<file path="src/rtl/seq_match_sched.sv">
// Four-channel time-shared 3-symbol pattern matcher: a round-robin arbiter
// picks one requester per cycle and advances only that channel's context.
module seq_match_sched #(
  parameter logic [1:0] P0 = 2'b01,
  parameter logic [1:0] P1 = 2'b10,
  parameter logic [1:0] P2 = 2'b11
) (
  input  logic       clk,
  input  logic       reset,
  input  logic [3:0] req,
  input  logic [7:0] sym,
  input  logic [3:0] clr,
  output logic [3:0] gnt,
  output logic [3:0] hit,
  output logic [7:0] match_cnt
);

  typedef enum logic [1:0] {S0, S1, S2, S3} ctx_t;

  logic [1:0] r_ptr;
  logic [1:0] w_win;
  logic [3:0] w_done;
  logic [7:0] r_cnt;

  // Scan from the highest rotated offset down so the lowest offset wins.
  always_comb begin
    w_win = r_ptr;
    for (int k = 3; k >= 0; k--) begin
      if (req[r_ptr + 2'(k)]) w_win = r_ptr + 2'(k);
    end
  end

  assign gnt = (|req) ? (4'b0001 << w_win) : 4'b0000;

  always_ff @(posedge clk) begin
    if (reset) begin
      r_ptr <= 2'd0;
    end else if (|req) begin
      r_ptr <= w_win + 2'd1;
    end
  end

  genvar gi;
  generate
    for (gi = 0; gi < 4; gi++) begin : gen_ch
      ctx_t       r_ctx;
      ctx_t       w_ctx_next;
      logic [1:0] w_sym;

      assign w_sym = sym[2*gi+1 -: 2];

      always_comb begin
        w_ctx_next = r_ctx;
        if (gnt[gi]) begin
          case (r_ctx)
            S0: w_ctx_next = (w_sym == P0) ? S1 : S0;
            S1: begin
              if (w_sym == P1)      w_ctx_next = S2;
              else if (w_sym == P0) w_ctx_next = S1;
              else                  w_ctx_next = S0;
            end
            S2: begin
              if (w_sym == P2)      w_ctx_next = S3;
              else if (w_sym == P0) w_ctx_next = S1;
              else                  w_ctx_next = S0;
            end
            S3: w_ctx_next = S3;
            default: w_ctx_next = S0;
          endcase
        end
        // A clear wins over a same-cycle consume; that symbol is dropped.
        if (clr[gi]) w_ctx_next = S0;
      end

      always_ff @(posedge clk) begin
        if (reset) begin
          r_ctx <= S0;
        end else begin
          r_ctx <= w_ctx_next;
        end
      end

      assign hit[gi]    = (r_ctx == S3);
      assign w_done[gi] = gnt[gi] && (r_ctx == S2) && (w_sym == P2) && !clr[gi];
    end
  endgenerate

  always_ff @(posedge clk) begin
    if (reset) begin
      r_cnt <= 8'd0;
    end else if ((|w_done) && (r_cnt != 8'hFF)) begin
      r_cnt <= r_cnt + 8'd1;
    end
  end

  assign match_cnt = r_cnt;

endmodule

</file>
<file path="config.mk">
export PLATFORM = sky130hd
export DESIGN_NAME = seq_match_sched
export DESIGN_NICKNAME = d
export VERILOG_FILES = /design/src/rtl/seq_match_sched.sv
export SDC_FILE = /design/constraint.sdc
export NUM_CORES = 1
export LEC_CHECK = 0
export ABC_AREA = 0
export ABC_CLOCK_PERIOD_IN_PS = 3580
export CORE_UTILIZATION = 51
export CTS_BUF_LIST = sky130_fd_sc_hd__clkbuf_8 sky130_fd_sc_hd__clkbuf_16
export CTS_CLUSTER_DIAMETER = 120
export CTS_CLUSTER_SIZE = 8
export DETAILED_ROUTE_END_ITERATION = 12
export GPL_ROUTABILITY_DRIVEN = 1
export HOLD_SLACK_MARGIN = 0.06
export MAX_ROUTING_LAYER = met4
export PLACE_DENSITY = 0.84
export SLEW_MARGIN = 5
export SYNTH_ARGS = -nofsm -noshare
export SYNTH_HDL_FRONTEND = slang
export SYNTH_SLANG_ARGS = --single-unit
</file>
<file path="constraint.sdc">
create_clock -name clk -period 3.58 [get_ports clk]
set_input_delay 0.716 -clock clk [delete_from_list [all_inputs] [get_ports clk]]
set_output_delay 0.716 -clock clk [all_outputs]
set_load 0.005 [all_outputs]
</file>
==> impl_metrics.tcl, run 1 <==
set metrics [dict create \
    synth-seq-cells 18 \
    p_sw_share_pct 25.8 \
    antenna_cells 0 \
    status "finished clean" \
    rsz0062_at_grt "no" \
    rrSetupSlack_ns 1.50 \
    p_seq_share_pct 45.3 \
    final-max-slew-violation-count 0 \
    final_nets 207 \
    cts_buffer_depth 2 \
    fin_crit_sh_pct 89.3 \
    synth_fp_nets 175 \
    fin_util_pct 72.7 \
    viasPerCell 5.90 \
    vdd_drop_max_mv 0.366 \
    grtUsageTotal_pct 24.4 \
    r2r_end "match_cnt[0]" \
    overflow 0 \
    powerDensity_nw_per_um2 287 \
    end_kind "output pin" \
    leakage_nw 0.579 \
    post_cts_buffers 0 \
    totalNegativeSetupSlack_ns 0 \
    synth_edf_count 0 \
    min_to "match_cnt[6]" \
    start_util_pct 55.1 \
    grt_max_degree 25 \
    comb_power_share_pct 18.4 \
    antenna_left 0 \
    p_int_w 0.000345 \
    via_count 1268 \
    worstReg2RegStart "r_ptr[1]" \
    pre_cts_ws_ns 0.392 \
    dieArea_um2 2610 \
    fp.dieH_um 51.1 \
    cts-root-buf "clkbuf_8" \
    clkTransAtPathRegs_ns 0.07 \
    cts_buffers 3 \
    cts_resized 0 \
    antenna_found_initial 0 \
    cts-htree-levels 1 \
    total_power_w 0.000465 \
    cp.required_ns 2.86 \
    cp_data_arrival_time_ns 2.48 \
    max_cap_viol_count 0 \
    hp-class "reg -> reg" \
    grt_pass1_wl_um 4810 \
    finalInstanceArea_um2 1620 \
    setup_ws_ns 0.384 \
    ioPinCount 34 \
    clock_sinks 18 \
    place_area_um2 1570 \
    drc 0 \
    fin_skew_ns 0.00919 \
    area_growth_pct 32.0 \
    ys_types 51 \
    wl_per_cell_um 13.5 \
    synth_flop_cell "dfxtp_1" \
    drt-pass1-iter-count 4 \
    insertion_delay_ns 0.26 \
    finalHoldViolations 0 \
    cp-start-kind "input pin" \
    gp_congestion 0.845 \
    fmax_mhz 313 \
    grt_pass1_vias 1183 \
    drive_gt1_share_pct 10.7 \
    syn_area_per_cell_um2 7.88 \
    p_clk_share_pct 36.4 \
    drt-initial-drc-count 31 \
    worstPathMaxFanout 7 \
    synthArstFlopShare_pct 0 \
    core-area_um2 2230 \
    rows 17 \
    die_x_um 51.1 \
    dpl.hpwl_um 2200 \
    switchingPower_w 0.000120 \
    path_class "in -> out" \
    max-slew-margin-rel_pct 45.0 \
    syn-cell-area_um2 1230 \
    ff2ff_path_depth 6 \
    setup_viol 0 \
    layout_min_cycle_time_ns 3.20 \
    cts_hold_buf 0 \
    holdPathStages 2 \
    synth.yosys.seq_area_share_pct 29.3 \
    port_buffers 33 \
    hold_start "match_cnt[6]" \
    drt_wl_total_um 2900 \
    ys_warn_count 0 \
    worst_slew_pin_slew_ns 0.822 \
    tritoncts "built" \
    synthCells 156 \
]
==> synth_stat cells (all sizes together), types with 2 or more instances <==
cell    instances  area, um2
a21oi          10       50.1
clkbuf          2       7.51
nor2b           8       50.1
o21ai          12       60.1
nand2b          5       38.8
nand3           2       10.0
nor4            2       12.5
a211oi          4       30.0
dfxtp          18        360
buf             4       18.8
a31o            2       17.5
nand4           3       18.8
nor2           12       45.0
mux2            5       56.3
nor3            6       46.3
and2            7       43.8
nand2          13       51.3
and3            2       12.5
a311oi          3       32.5
nor3b           3       27.5
inv            11       41.3
==> layout by cell type, fill, tap and decap left out, types with 3 or more instances in the layout <==
| master | netlist | layout |
|---|---|---|
| clkdlybuf4s50_1 | 0 | 33 |
| dfxtp_1 | 18 | 18 |
| nor2_1 | 12 | 12 |
| o21ai_0 | 12 | 12 |
| nand2_1 | 12 | 12 |
| inv_1 | 11 | 11 |
| a21oi_1 | 10 | 10 |
| nor2b_1 | 8 | 8 |
| and2_1 | 7 | 7 |
| nor3_1 | 4 | 4 |
| mux2_2 | 4 | 4 |
| nand2b_1 | 4 | 4 |
| a211oi_1 | 4 | 4 |
| clkbuf_8 | 0 | 4 |
| nand4_1 | 3 | 3 |
==> power groups by stage <==
stage / Clock [W] / Sequential [W] / Combinational, W
final: 0.000169 / 0.000211 / 0.0000855
after detailed placement: 0 / 0.000215 / 0.0000851
after CTS: 0.000170 / 0.000210 / 0.0000855
after floorplan: 0 / 0.000209 / 0.0000507
after global routing: 0.000179 / 0.000211 / 0.0000931
after global placement: 0 / 0.000215 / 0.0000810
==> metal layers <==
layer / track usage (%) / part of all wire [%] / vias up
met4: 4.17 / 0.55 / 0
li1: - / - / 631
met5: - / 0 / -
met1: 27.3 / 43 / 606
met3: 4.46 / 4.1 / 2
met2: 45.2 / 52 / 29
==> layout make-up <==
type                       count  area (um2)
clock buffer                   4        55.1
fill                         182         609
inverter                      11        41.3
multi-input combinational    121         802
sequential                    18         360
tap                           28        35.0
timing repair buffer          33         330
==> state kept, by name, summed over array words and instances, names as in the netlist <==
name	flops
r_ptr	2
gen_ch.r_ctx	8
match_cnt	8
==> cell families after synthesis <==
| kind of cell | count (synthesis) | synth area share [%] |
|---|---|---|
| and+or+nand+nor | 68 | 32.2 |
| AOI/OAI and AO/OA | 46 | 26.6 |
| DFF | 18 | 29.3 |
| buffers and inverters | 17 | 5.49 |
| muxes | 6 | 5.39 |
| adders and majority gates | 1 | 1.02 |
==> worst max-delay path, cell delays in order <==
cell and delay (ns):
clkdlybuf4s50_1 0.53, nor3_1 0.26, a311oi_2 0.09, nor2b_1 0.32, clkdlybuf4s50_1 0.57
==> how the worst max path moves through the flow <==
stage | startpoint | endpoint
after CTS | req[3] | gnt[0]
after detailed placement | req[2] | gnt[0]
final | req[3] | gnt[0]
after global routing | req[2] | gnt[0]
after global placement | req[2] | gnt[0]
after floorplan | req[0] | gnt[2]
==> through the flow <==
| stage | instances | hold WS, ns |
|---|---|---|
| final | 215 | 0.520 |
| after global routing | 215 | 0.537 |
| after CTS | 215 | 0.523 |
| after detailed placement | 211 | 0.513 |
| after global placement | 211 | 0.481 |
| after floorplan | 156 | 0.474 |
No activity file was read; power rests on OpenSTA's default activity.
==> run 2, diff against run 1 <==
- ABC_CLOCK_PERIOD_IN_PS: 3580 -> unset
- CORE_UTILIZATION: 51 -> 47
- PLACE_DENSITY: 0.84 -> 0.78
- clock period: 3.58 -> 3.4 ns (I/O delays scaled with it)
==> run 2 against run 1 <==
  * Sequential share of layout area hardly changed
  * Worst setup slack worse by 0.097 ns
  * Combinational power is 3.9% higher
  * Clock power hardly changed
  * Total power is 3.7% higher
  * Die area is 8.2% higher
  * Register-to-register slack worse by 0.12 ns
  * Core utilization is 7.1 points lower
  * Highest routed layer unchanged
==> impl_metrics.tcl, run 2 (synthesized netlist as in run 1, its figures left out) <==
set metrics [dict create \
    status "finished clean" \
    tritoncts "built" \
    overflow 0 \
    core-area_um2 2480 \
    drt-pass1-iter-count 4 \
    vdd_drop_max_mv 0.325 \
    path_class "in -> out" \
    drt-initial-drc-count 15 \
    setup_viol 0 \
    cts-htree-levels 1 \
    rows 18 \
    cts_hold_buf 0 \
    drc 0 \
    area_growth_pct 32.2 \
    cp-start-kind "input pin" \
    powerDensity_nw_per_um2 297 \
    hp-class "reg -> reg" \
    antenna_cells 0 \
    grtUsageTotal_pct 20.6 \
    fp.dieH_um 53.2 \
    via_count 1220 \
    drt_wl_total_um 2750 \
    die_x_um 53.2 \
    drive_gt1_share_pct 10.7 \
    cp_data_arrival_time_ns 2.43 \
    antenna_left 0 \
    place_area_um2 1570 \
    fmax_mhz 321 \
    gp_congestion 0.971 \
    final-max-slew-violation-count 0 \
    post_cts_buffers 0 \
    max_cap_viol_count 0 \
    fin_crit_sh_pct 91.6 \
    dieArea_um2 2830 \
    end_kind "output pin" \
    clock_sinks 18 \
    start_util_pct 49.6 \
    cts-root-buf "clkbuf_8" \
    fin_skew_ns 0.000730 \
    most-common-layout-cells "clkdlybuf4s50_1, dfxtp_1, nor2_1, o21ai_0, nand2_1" \
    cp.required_ns 2.72 \
    dpl.hpwl_um 2090 \
    worstPathMaxFanout 7 \
    cts_buffer_depth 2 \
    grt_pass1_wl_um 4230 \
    leakage_nw 0.579 \
    max-slew-margin-rel_pct 40.3 \
    antenna_found_initial 0 \
    clkTransAtPathRegs_ns 0.07 \
    worst_slew_pin_slew_ns 0.893 \
    grt_max_degree 25 \
    finalInstanceArea_um2 1630 \
    finalHoldViolations 0 \
    ioPinCount 34 \
    cts_resized 0 \
    insertion_delay_ns 0.25 \
    viasPerCell 5.62 \
    grt_pass1_vias 967 \
    final_common_cell "clkdlybuf4s50_1" \
    port_buffers 33 \
    cts_buffers 3 \
    fill_cells 212 \
    layout_min_cycle_time_ns 3.11 \
    totalNegativeSetupSlack_ns 0 \
    wl_per_cell_um 12.7 \
    final_nets 207 \
    rsz0062_at_grt "no" \
]
run 2: worst paths after layout:
check | startpoint | to | slack, ns | depth (start not counted)
setup reg to reg | r_ptr[1] | match_cnt[0] | 1.38 | 6
hold / removal | match_cnt[6] | match_cnt[6] | 0.50 | 2
hold reg to reg | match_cnt[6] | match_cnt[6] | 0.50 | 2
setup / recovery | req[2] | gnt[0] | 0.29 | 5
run 2: area by class of cell:
type / count / area, um2 / area share (%)
inverter: 11 / 41.3 / 2.54
multi-input combinational: 121 / 802 / 49.3
timing repair buffer: 33 / 330 / 20.3
clock buffer: 4 / 55.1 / 3.38
tap: 30 / 37.5 / 2.31
sequential: 18 / 360 / 22.2
run 2: power breakdown:
part           leakage (nW)   total, W  internal (W)  switching (W)
sequential            0.146   0.000222      0.000214     0.00000764
combinational         0.405  0.0000888     0.0000463      0.0000425
clock                0.0288   0.000172      0.000103      0.0000692
total                 0.579   0.000483      0.000363       0.000119
run 2: layer usage:
layer	track usage (%)	up-vias	routed length, um
met5	-	-	0
met4	3.07	0	17
met3	4.31	2	106
met2	33.8	25	1340
met1	26.6	568	1280
li1	-	625	-
run 2: through the flow:
step	instances	hold WS [ns]	total power (W)	util, %	worst slack, ns
floorplan	156	0.474	0.000273	-	1.21
global route	217	0.524	0.000507	65.7	0.106
finish	217	0.502	0.000483	65.7	0.287
detailed placement	213	0.496	0.000315	63.4	0.286
global placement	213	0.480	0.000312	63.4	0.355
CTS	217	0.505	0.000486	65.7	0.285
run 2: worst max-delay path, stage by stage:
cell	delay, ns
clkdlybuf4s50_1	0.55
nor3_1	0.23
a311oi_2	0.09
nor2b_1	0.32
clkdlybuf4s50_1	0.57
==> run 3, diff against run 2 <==
- CORE_UTILIZATION: 47 -> 43
- PLACE_DENSITY: 0.78 -> 0.76
- clock period: 3.4 -> 2.8 ns (I/O delays scaled with it)
==> run 3 against run 2 <==
  * Final area rose by 1.8%
  * Largest power group unchanged
  * Via count up 3.2%
  * Non-clock buffer count is 3 higher
  * Cell count is 1.8% higher
  * Global-route usage rose by 0.47 points
  * Count of clock-buffer cells in the layout stayed put
  * First-iteration DRC count rose by 93%
==> impl_metrics.tcl, run 3 (synthesized netlist as in run 1, its figures left out) <==
set metrics [dict create \
    status "finished clean" \
    viasPerCell 5.70 \
    antenna_cells 0 \
    grt_pass1_vias 1227 \
    layout_min_cycle_time_ns 2.71 \
    clkTransAtPathRegs_ns 0.07 \
    port_buffers 33 \
    grt_max_degree 25 \
    cpPeakStageDelay_ns 0.64 \
    fmax_mhz 369 \
    fin_crit_sh_pct 96.8 \
    drive_gt1_share_pct 12.6 \
    via_count 1259 \
    clock_sinks 18 \
    setup_viol 0 \
    cts_buffer_depth 2 \
    path_class "in -> out" \
    start_util_pct 45.0 \
    grt_pass1_wl_um 5110 \
    area_growth_pct 34.6 \
    end_kind "output pin" \
    rsz0062_at_grt "no" \
    max-slew-margin-rel_pct 41.8 \
    ioPinCount 34 \
    antenna_left 0 \
    place_area_um2 1600 \
    tritoncts "built" \
    vdd_drop_max_mv 0.245 \
    cts_buffers 3 \
    drt-pass1-iter-count 4 \
    post_cts_buffers 0 \
    finalInstanceArea_um2 1660 \
    rows 19 \
    hp-class "reg -> reg" \
    final_common_cell "clkdlybuf4s50_1" \
    finalHoldViolations 0 \
    cts-htree-levels 1 \
    core-area_um2 2730 \
    drc 0 \
    cp-start-kind "input pin" \
    cts-root-buf "clkbuf_8" \
    fill_cells 255 \
    cp_data_arrival_time_ns 2.15 \
    leakage_nw 0.604 \
    most-common-layout-cells "clkdlybuf4s50_1, dfxtp_1, nor2_1, o21ai_0, nand2_1" \
    worstPathCellList "clkdlybuf4s50_1 -> nand2b_4 -> a311oi_2 -> nor2b_1 -> clkdlybuf4s50_1" \
    max_cap_viol_count 0 \
    wl_per_cell_um 13.2 \
    worst_slew_pin_slew_ns 0.871 \
    insertion_delay_ns 0.25 \
    drt_wl_total_um 2910 \
    dpl.hpwl_um 2220 \
    gp_congestion 0.832 \
    path_delay_family "buffers and inverters" \
    worst-path-buf-inv 2 \
    dieArea_um2 3080 \
    cp_slowest_cell "clkdlybuf4s50_1" \
    die_x_um 55.5 \
    fp.dieH_um 55.5 \
    final_nets 210 \
    cp.required_ns 2.24 \
    worstPathMaxFanout 7 \
    overflow 0 \
    grtUsageTotal_pct 21.1 \
    crit_path_frequent_cell "clkdlybuf4s50_1" \
    totalNegativeSetupSlack_ns 0 \
    powerDensity_nw_per_um2 363 \
    antenna_found_initial 0 \
    final-max-slew-violation-count 0 \
    fin_skew_ns 0.00352 \
    drt-initial-drc-count 29 \
]
[run 3: through the flow]
stage | hold slack [ns] | util [%] | setup slack (ns) | power, W | std cells
floorplan | 0.474 | - | 0.729 | 0.000332 | 156
global placement | 0.489 | 58.4 | 0.0669 | 0.000384 | 217
detailed placement | 0.508 | 58.4 | 0.0249 | 0.000389 | 217
CTS | 0.520 | 60.4 | 0.0201 | 0.000603 | 221
global route | 0.561 | 60.5 | 0.000363 | 0.000631 | 221
finish | 0.516 | 60.5 | 0.0882 | 0.000600 | 221
[run 3: layer usage]
metal	track usage [%]	share of wire, %
met1	22.7	43
met5	-	0
met3	2.81	3.4
met4	6.07	0.48
met2	39.9	53
[run 3: final cells by class]
class | instances | area (um2) | area share, %
Tap cell | 31 | 38.8 | 2.34
Inverter | 11 | 41.3 | 2.49
Clock buffer | 4 | 55.1 | 3.33
Sequential cell | 18 | 360 | 21.8
Multi-Input combinational cell | 121 | 805 | 48.6
Timing Repair Buffer | 36 | 355 | 21.5
[run 3: final timing paths]
kind                  end         start  slack, ns  depth (start not counted)
max reg2reg  match_cnt[0]      r_ptr[1]       0.76                          7
min reg2reg  match_cnt[6]  match_cnt[6]       0.52                          2
max                gnt[0]        req[2]       0.09                          5
min          match_cnt[6]  match_cnt[6]       0.52                          2
[run 3: where the power goes]
part | internal [W] | switching, W
clock network | 0.000125 | 0.0000911
logic | 0.0000613 | 0.0000531
registers | 0.000260 | 0.00000980
[run 3: timing repair]
| action | CTS | global route |
|---|---|---|
| endpoints found under the setup margin | 0 | 1 |
| hold buffers | 0 | 0 |
| gates resized for setup | 0 | 2 |
[run 3: worst min-delay path: stages, from the launching register on]
cell	delay (ns)
dfxtp_1	0.34
inv_1	0.07
a211oi_1	0.06
